--- src/rtl/gray_run_arbiter_if.sv ---
// Requester and counter-side signals of the gray run arbiter.
// master = requesters plus counter outputs; slave = the arbiter.
interface gray_run_arbiter_if #(
  parameter int LEN_W = 4,
  parameter int CNT_W = 3
);
  logic             Req0;
  logic [LEN_W-1:0] Len0;
  logic             Req1;
  logic [LEN_W-1:0] Len1;
  logic [CNT_W-1:0] CntValue;
  logic             CntOverflow;
  logic             CntReset;
  logic             CntEn;
  logic [1:0]       Grant;
  logic             Busy;
  logic             Done0;
  logic             Done1;
  logic [CNT_W-1:0] Result;
  logic             Wrapped;

  modport master (
    output Req0, Len0, Req1, Len1,
    output CntValue, CntOverflow,
    input  CntReset, CntEn, Grant, Busy,
    input  Done0, Done1, Result, Wrapped
  );

  modport slave (
    input  Req0, Len0, Req1, Len1,
    input  CntValue, CntOverflow,
    output CntReset, CntEn, Grant, Busy,
    output Done0, Done1, Result, Wrapped
  );
endinterface

--- src/rtl/gray_run_arbiter.sv ---
// Shares one gray counter between two requesters, one run of N
// enabled increments per grant, round robin on contention.
module gray_run_arbiter #(
  parameter int LEN_W = 4,
  parameter int CNT_W = 3
) (
  input logic             Clk,
  input logic             Reset,
  gray_run_arbiter_if.slave b
);
  typedef enum logic [1:0] {
    IDLE, CLEAR, RUN, DONE
  } state_t;

  state_t           state;
  logic             owner;
  logic             last;
  logic [LEN_W-1:0] remain;
  logic             cnt_reset;
  logic             cnt_en;
  logic [1:0]       grant;
  logic             busy;
  logic             done0;
  logic             done1;
  logic [CNT_W-1:0] result;
  logic             wrapped;
  logic             pick;

  // Requester 0 wins unless only 1 asks or 0 had the last grant
  assign pick = !(b.Req0 && (!b.Req1 || last));

  always_ff @(posedge Clk or posedge Reset) begin
    if (Reset) begin
      state     <= IDLE;
      owner     <= 1'b0;
      last      <= 1'b1;
      remain    <= '0;
      cnt_reset <= 1'b1;
      cnt_en    <= 1'b0;
      grant     <= 2'b00;
      busy      <= 1'b0;
      done0     <= 1'b0;
      done1     <= 1'b0;
      result    <= '0;
      wrapped   <= 1'b0;
    end else begin
      cnt_reset <= 1'b0;
      cnt_en    <= 1'b0;
      done0     <= 1'b0;
      done1     <= 1'b0;
      unique case (state)
        IDLE: begin
          if (b.Req0 || b.Req1) begin
            owner     <= pick;
            last      <= pick;
            remain    <= pick ? b.Len1 : b.Len0;
            grant     <= pick ? 2'b10 : 2'b01;
            busy      <= 1'b1;
            cnt_reset <= 1'b1;
            state     <= CLEAR;
          end
        end
        CLEAR: begin
          if (remain == '0) begin
            done0 <= ~owner;
            done1 <= owner;
            state <= DONE;
          end else begin
            cnt_en <= 1'b1;
            state  <= RUN;
          end
        end
        RUN: begin
          remain <= remain - LEN_W'(1);
          if (remain == LEN_W'(1)) begin
            done0 <= ~owner;
            done1 <= owner;
            state <= DONE;
          end else begin
            cnt_en <= 1'b1;
          end
        end
        DONE: begin
          result  <= b.CntValue;
          wrapped <= b.CntOverflow;
          grant   <= 2'b00;
          busy    <= 1'b0;
          state   <= IDLE;
        end
      endcase
    end
  end

  assign b.CntReset = cnt_reset;
  assign b.CntEn    = cnt_en;
  assign b.Grant    = grant;
  assign b.Busy     = busy;
  assign b.Done0    = done0;
  assign b.Done1    = done1;
  assign b.Result   = result;
  assign b.Wrapped  = wrapped;
endmodule

--- src/flat_wrapper.sv ---
// flat-port wrapper written by rule: the top's interface ports become plain ports
module gray_run_arbiter_flat 
#(
  parameter int LEN_W = 4,
  parameter int CNT_W = 3
)
  (Clk, Reset, b_Req0, b_Len0, b_Req1, b_Len1, b_CntValue, b_CntOverflow, b_CntReset, b_CntEn, b_Grant, b_Busy, b_Done0, b_Done1, b_Result, b_Wrapped);
  gray_run_arbiter_if #(.LEN_W(LEN_W), .CNT_W(CNT_W)) b_i ();
  input logic Clk;
  input logic Reset;
  input wire logic [$bits(b_i.Req0)-1:0] b_Req0;
  input wire logic [$bits(b_i.Len0)-1:0] b_Len0;
  input wire logic [$bits(b_i.Req1)-1:0] b_Req1;
  input wire logic [$bits(b_i.Len1)-1:0] b_Len1;
  input wire logic [$bits(b_i.CntValue)-1:0] b_CntValue;
  input wire logic [$bits(b_i.CntOverflow)-1:0] b_CntOverflow;
  output wire logic [$bits(b_i.CntReset)-1:0] b_CntReset;
  output wire logic [$bits(b_i.CntEn)-1:0] b_CntEn;
  output wire logic [$bits(b_i.Grant)-1:0] b_Grant;
  output wire logic [$bits(b_i.Busy)-1:0] b_Busy;
  output wire logic [$bits(b_i.Done0)-1:0] b_Done0;
  output wire logic [$bits(b_i.Done1)-1:0] b_Done1;
  output wire logic [$bits(b_i.Result)-1:0] b_Result;
  output wire logic [$bits(b_i.Wrapped)-1:0] b_Wrapped;
  assign b_i.Req0 = b_Req0;
  assign b_i.Len0 = b_Len0;
  assign b_i.Req1 = b_Req1;
  assign b_i.Len1 = b_Len1;
  assign b_i.CntValue = b_CntValue;
  assign b_i.CntOverflow = b_CntOverflow;
  assign b_CntReset = b_i.CntReset;
  assign b_CntEn = b_i.CntEn;
  assign b_Grant = b_i.Grant;
  assign b_Busy = b_i.Busy;
  assign b_Done0 = b_i.Done0;
  assign b_Done1 = b_i.Done1;
  assign b_Result = b_i.Result;
  assign b_Wrapped = b_i.Wrapped;
  gray_run_arbiter #(.LEN_W(LEN_W), .CNT_W(CNT_W)) u_core (.Clk(Clk), .Reset(Reset), .b(b_i));
endmodule
--- config.mk ---
export PLATFORM = sky130hd
export DESIGN_NAME = gray_run_arbiter_flat
export DESIGN_NICKNAME = d
export VERILOG_FILES = /design/src/rtl/gray_run_arbiter_if.sv /design/src/rtl/gray_run_arbiter.sv /design/src/flat_wrapper.sv
export SDC_FILE = /design/constraint.sdc
export NUM_CORES = 1
export LEC_CHECK = 0
export CORE_ASPECT_RATIO = 0.6
export CORE_MARGIN = 2
export CORE_UTILIZATION = 34
export DETAILED_ROUTE_END_ITERATION = 16
export PLACE_DENSITY_LB_ADDON = 0.25
export SYNTH_ARGS = -nofsm -noshare
export SYNTH_HDL_FRONTEND = slang
export SYNTH_SLANG_ARGS = --single-unit
--- constraint.sdc ---
create_clock -name Clk -period 2.4 [get_ports Clk]
set_input_delay 0.48 -clock Clk [delete_from_list [all_inputs] [get_ports Clk]]
set_output_delay 0.48 -clock Clk [all_outputs]
set_load 0.01 [all_outputs]
# [Word level (Yosys, flattened, before mapping)]
# Cells that the tools add are included.
[op_classes] div_mod_pow=0 order_cmp=0 n_mul=0 shift=0 reduce_logical=13 eq_ne=6 n_mux=23 bitwise_logic=1 addsub=1
[ops] cell="2-to-1 mux 1 bit" count=10
[ops] cell="2-to-1 mux 2 bit" count=4
[ops] cell="2-to-1 mux 4 bit" count=2
[ops] cell="one-hot mux 1 bit (2 select lines)" count=4
[ops] cell="one-hot mux 2 bit (4 select lines)" count=1
[ops] cell="one-hot mux 4 bit (2 select lines)" count=1
[ops] cell="AND reduction 2 bit" count=4
[ops] cell="equality test 2 bit, second input constant" count=2
[ops] cell="equality test 4 x 1 -> 1 bit, second input constant" count=1
[ops] cell="zero test 4 bit" count=1
[ops] cell="inequality test 2 x 1 -> 1 bit, second input constant" count=2
[ops] cell="one-hot mux 2 bit (2 select lines)" count=1
[ops] cell="nonzero test 2 bit" count=2
[ops] cell="subtractor 4 x 1 -> 4 bit, second input constant" count=1
[ops] cell="equality test 2 x 1 -> 1 bit, second input constant" count=1
[ops] cell="zero test 1 bit" count=2
[ops] cell="zero test 2 bit" count=1
[ops] cell="logical OR 1 bit" count=2
[ops] cell="logical AND 1 bit" count=1
[ops] cell="NOT 1 bit" count=1
[word_totals] memories=0 in_bits=16 rom_bits=0 out_inout_bits=11 latch_bits=0 elab_cells=56 ram_bits=0 ff_bits=19

# [Logic depth before layout (Yosys ltp)]
[depth] ltp_word=6 ltp_mapped=7 depth_no_buf=6

# [Worst setup path after synthesis]
# No wires, ideal clock.
[synth_path] path_type="reg2reg" from="register u_core.state[0]" to="register u_core.state[1]" n_path_buf=1 slack_ns=0.829 t_arrival_ns=1.446 t_required_ns=2.275 stages_incl_launch_ff=7 period_less_slack_ns=1.571 setup_time_ns=0.125 cell_sequence="dfrtp_1 -> inv_1 -> ha_1 -> buf_4 -> nor3b_2 -> nor2_1 -> mux2_2"
[synth_between] elab_chain_cells=3 word_cells_on_any_way=8 cone_classes="eq/ne: 5; mux: 1; reduce/logical: 2"
[synth_lines] item="start, declared" line_no="gray_run_arbiter.sv:15" text="state_t state;"
[synth_lines] item="start signal, assigned" line_no="gray_run_arbiter.sv:34" text="state <= IDLE;"
[synth_lines] item="start signal, assigned" line_no="gray_run_arbiter.sv:60" text="state <= CLEAR;"
[synth_lines] item="start signal, assigned" line_no="gray_run_arbiter.sv:67" text="state <= DONE;"
[synth_lines] item="equality test 2 bit / zero test 2 bit (equally long branches)" line_no="gray_run_arbiter.sv:51" text="unique case (state)"
[synth_lines] item="inequality test 2 x 1 -> 1 bit (no source line)"
[synth_lines] item="AND reduction 2 bit (no source line)"
# Several ways; a longest one is shown, not always the timed one.
# A chain may end at the register's enable or synchronous reset.

# [Final worst setup path]
[layout_path] from="register u_core.state[0]" to="register u_core.remain[0]"
[layout_between] elab_chain_cells=3 word_cells_on_any_way=6 cone_classes="eq/ne: 2; mux: 1; reduce/logical: 3"
[layout_lines] item="equality test 2 bit / zero test 2 bit (equally long branches)" line_no="gray_run_arbiter.sv:51"
[layout_lines] item="nonzero test 2 bit (no source line) / inequality test 2 x 1 -> 1 bit (equally long branches)"
[layout_lines] item="AND reduction 2 bit (no source line)"
[layout_lines] item="end signal, assigned" line_no="gray_run_arbiter.sv:56" text="remain <= pick ? b.Len1 : b.Len0;"
[layout_lines] item="end signal, assigned" line_no="gray_run_arbiter.sv:74" text="remain <= remain - LEN_W'(1);"
[layout_lines] item="end, declared" line_no="gray_run_arbiter.sv:18" text="logic [LEN_W-1:0] remain;"
# Several ways; a longest one is shown, not always the timed one.

==> metrics.csv <==
stage;metric;value;unit
status;status;completed;
synth;synth.most_common_cell;dfrtp_1;
floorplanning;die_h;46.2;um
clock_tree;htreeDepth;1;
hold_path;hold_class;register to register;
route;final_antenna_net_count;0;
timing;hold_viol;0;
timing;tns;0;ns
timing;setup-violations-final;0;
power_and_ir_drop;power;1.64;mW
global_routing;grt_pass1_wl;3.40;mm
worst_setup_path;slowest_delay;0.46;ns
layout;final_util;47.4;%
timing;timing.final.ws_setup;0.482;ns
route;num_vias;793;
placed_design;io_buffer_count;26;
synth;synth_common_cells;dfrtp_1, nor2_1, ha_1, inv_1;
synth;async_flop_share;100;%
clock_tree;cts_buffers;3;
timing;fin_worst_skew;0.00212;ns
synth;netlist_instances;100;
synth;synth_seq_cells;19;
route;drcViolationCount;0;
floorplanning;core;2850;um^2
global_routing;grt_max_degree;20;
placed_design;placed_cell_area;1310;um^2
timing;rsz0062_at_grt;no;
floorplanning;start_util;35.4;%
synth;synth-edff-count;0;
synth;yosysWarnings;0;
clock_tree;ctsResizeCount;0;
worst_setup_path;critical-path-top-delay-family;simple AND/OR/NAND/NOR gates;
floorplanning;ios;27;
clock_tree;insertion_delay;0.26;ns
floorplanning;die_x;74.4;um
layout;area_delta_synth_final;34.0;%
timing;max_freq;0.521;GHz
worst_setup_path;crit_chain;inv_1, ha_1, or3b_4, and3_1, a21oi_1, o21ai_0;
layout;final_area;1350;um^2
clock_tree;cts_setup_buffers;0;
layout;final_nets;151;
synth;synth_area;1010;um^2
route;wl_per_cell;12.3;um
global_routing;grt_pass1_vias;717;
power_and_ir_drop;power.density;1210;nW/um^2
worst_setup_path;cp-end-kind;register;
timing;finalCriticalPeriod;1.92;ns
worst_setup_path;cp.required;2.54;ns
synth;synth.distinct_cells;30;
clock_tree;cts.clk_slew.worst_paths;0.07;ns
route;first_iter_violations;40;
timing;fin_crit_sh;79.9;%
floorplanning;dieArea;3440;um^2
floorplanning;placementRows;15;
synth;syn-num-nets;123;
timing;slew_headroom;52.7;%
timing;drv_slew;0;
route;avgViaCountPerCell;4.69;
worst_setup_path;critPathMaxFanout;11;
power_and_ir_drop;ir_drop;0.000475;V
global_routing;antenna_found_initial;0;
route;dr.pass1.iters;4;
route;routed_wl;2.08;mm
synth;synth-main-ff-cell;dfrtp_1;
worst_setup_path;slowest_stage;or3b_4;
clock_tree;clock_path_buffers;2;
placed_design;dp_hpwl;1.58;mm
global_routing;globalRouteOverflowTotal;0;
synth;synth_top_area_share;42.1;%
clock_tree;cts_root_buffer;clkbuf_8;
clock_tree;clock-sinks;19;
layout;drive_gt1_share;11.0;%
synth;yosysTopAreaCell;dfrtp_1;
placed_design;dp_slack;0.408;ns
worst_setup_path;critPathBufInv;1;
synth;ys_seq_area_share;47.3;%
synth;syn_area_per_cell;10.1;um^2
power_and_ir_drop;p_leak;0.583;nW
clock_tree;cts_hold_buffers;0;
worst_setup_path;startpoint_type;register;
placed_design;place_congestion;0.709;
job;drv_cap;0;
clock_tree;cts_tree;done;
worst_setup_path;cp.arrival;2.06;ns
timing;tightest_slew;0.708;ns
synth;synth_area_leaders;dfrtp_1, ha_1, mux2_2;
global_routing;gr-usage-all-layers;13.7;%
worst_setup_path;critPathKind;register to register;
layout;diodes;0;
-- logic make-up (layout without fill, tap and decap cells) --
kind of cell             after synthesis  after routing  synth area share, %
adder cells (fa/ha/maj)                7              7                 8.67
AND/OR/NAND/NOR                       32             32                 16.4
flip-flops                            19             19                 47.3
multiplexers                           8              8                 8.67
AO/OA/AOI/OAI                         24             24                 14.7
buffers and inverters                 10             37                 4.21
-- worst register-to-register path: cells and delay by family, from the launching register on --
family,cells,cell delay (ns)
DFF,1,0.43
AOI/OAI and AO/OA,2,0.20
adders and majority gates,1,0.37
and+or+nand+nor,2,0.66
buffers and inverters,1,0.14
-- state kept, by name, indices dropped and copies added (netlist names) --
register	count
u_core.b.Result	3
u_core.state	2
u_core.last	1
u_core.remain	4
u_core.b.Busy	1
u_core.owner	1
u_core.b.Grant	2
u_core.b.Wrapped	1
u_core.b.CntReset	1
u_core.b.CntEn	1
u_core.b.Done1	1
u_core.b.Done0	1
-- cells in the final DEF, fill, tap and decap left out, types with 3 or more instances in the layout --
master	synthesis	routed
clkdlybuf4s50_1	0	26
dfrtp_1	17	17
nor2_1	12	12
inv_1	7	7
ha_1	7	7
mux2_2	6	6
a21oi_1	6	6
o21ai_0	6	6
nand2_1	5	5
a211oi_1	4	4
and3_1	3	3
nand3_1	3	3
clkbuf_8	0	3
-- layout make-up --
class	count	area, um^2
inverters	7	26.3
clock buffers	3	41.3
repair buffers	26	260
well taps	42	52.6
clock inverters	1	5.00
multi-input cells	71	489
fillers	270	1500
flip-flops and latches	19	478
-- routing by layer --
layer | vias to the layer above | part of all wire, % | wire length, um | GRT usage (%)
met4 | 0 | 0.82 | 17 | 5.36
met5 | - | 0 | 0 | 0
met3 | 4 | 7.0 | 145 | 4.81
met2 | 26 | 40 | 838 | 19.3
li1 | 402 | - | - | -
met1 | 361 | 52 | 1080 | 19.3
-- where the power goes --
group,leakage [nW],switching [mW],internal [mW],total (mW)
combinational,0.329,0.398,0.433,0.831
clock,0.0255,0.114,0.116,0.230
sequential,0.228,0.102,0.474,0.575
total,0.583,0.614,1.02,1.64
-- stage by stage --
step / hold WS [ns] / instances
6_report: 0.473 / 169
5_1_grt: 0.484 / 169
4_1_cts: 0.471 / 169
2_1_floorplan: 0.424 / 100
3_3_place_gp: 0.452 / 165
3_5_place_dp: 0.460 / 165
-- path summary, 6_finish.rpt --
path / start / slack (ns) / depth (start not counted) / endpoint
min in group asynchronous: Reset / 0.63 / 2 / u_core.b.Done1$_DFF_PP0_
max in group asynchronous: Reset / 1.32 / 2 / u_core.remain[0]$_DFFE_PP0P_
setup / recovery: u_core.state[0]$_DFFE_PP0P_ / 0.48 / 6 / u_core.remain[0]$_DFFE_PP0P_
hold reg to reg: u_core.owner$_DFFE_PP0P_ / 0.47 / 1 / u_core.b.Done0$_DFF_PP0_
hold / removal: u_core.owner$_DFFE_PP0P_ / 0.47 / 1 / u_core.b.Done0$_DFF_PP0_
setup reg to reg: u_core.state[0]$_DFFE_PP0P_ / 0.48 / 6 / u_core.remain[0]$_DFFE_PP0P_
Power figures use the tool's default switching activity.
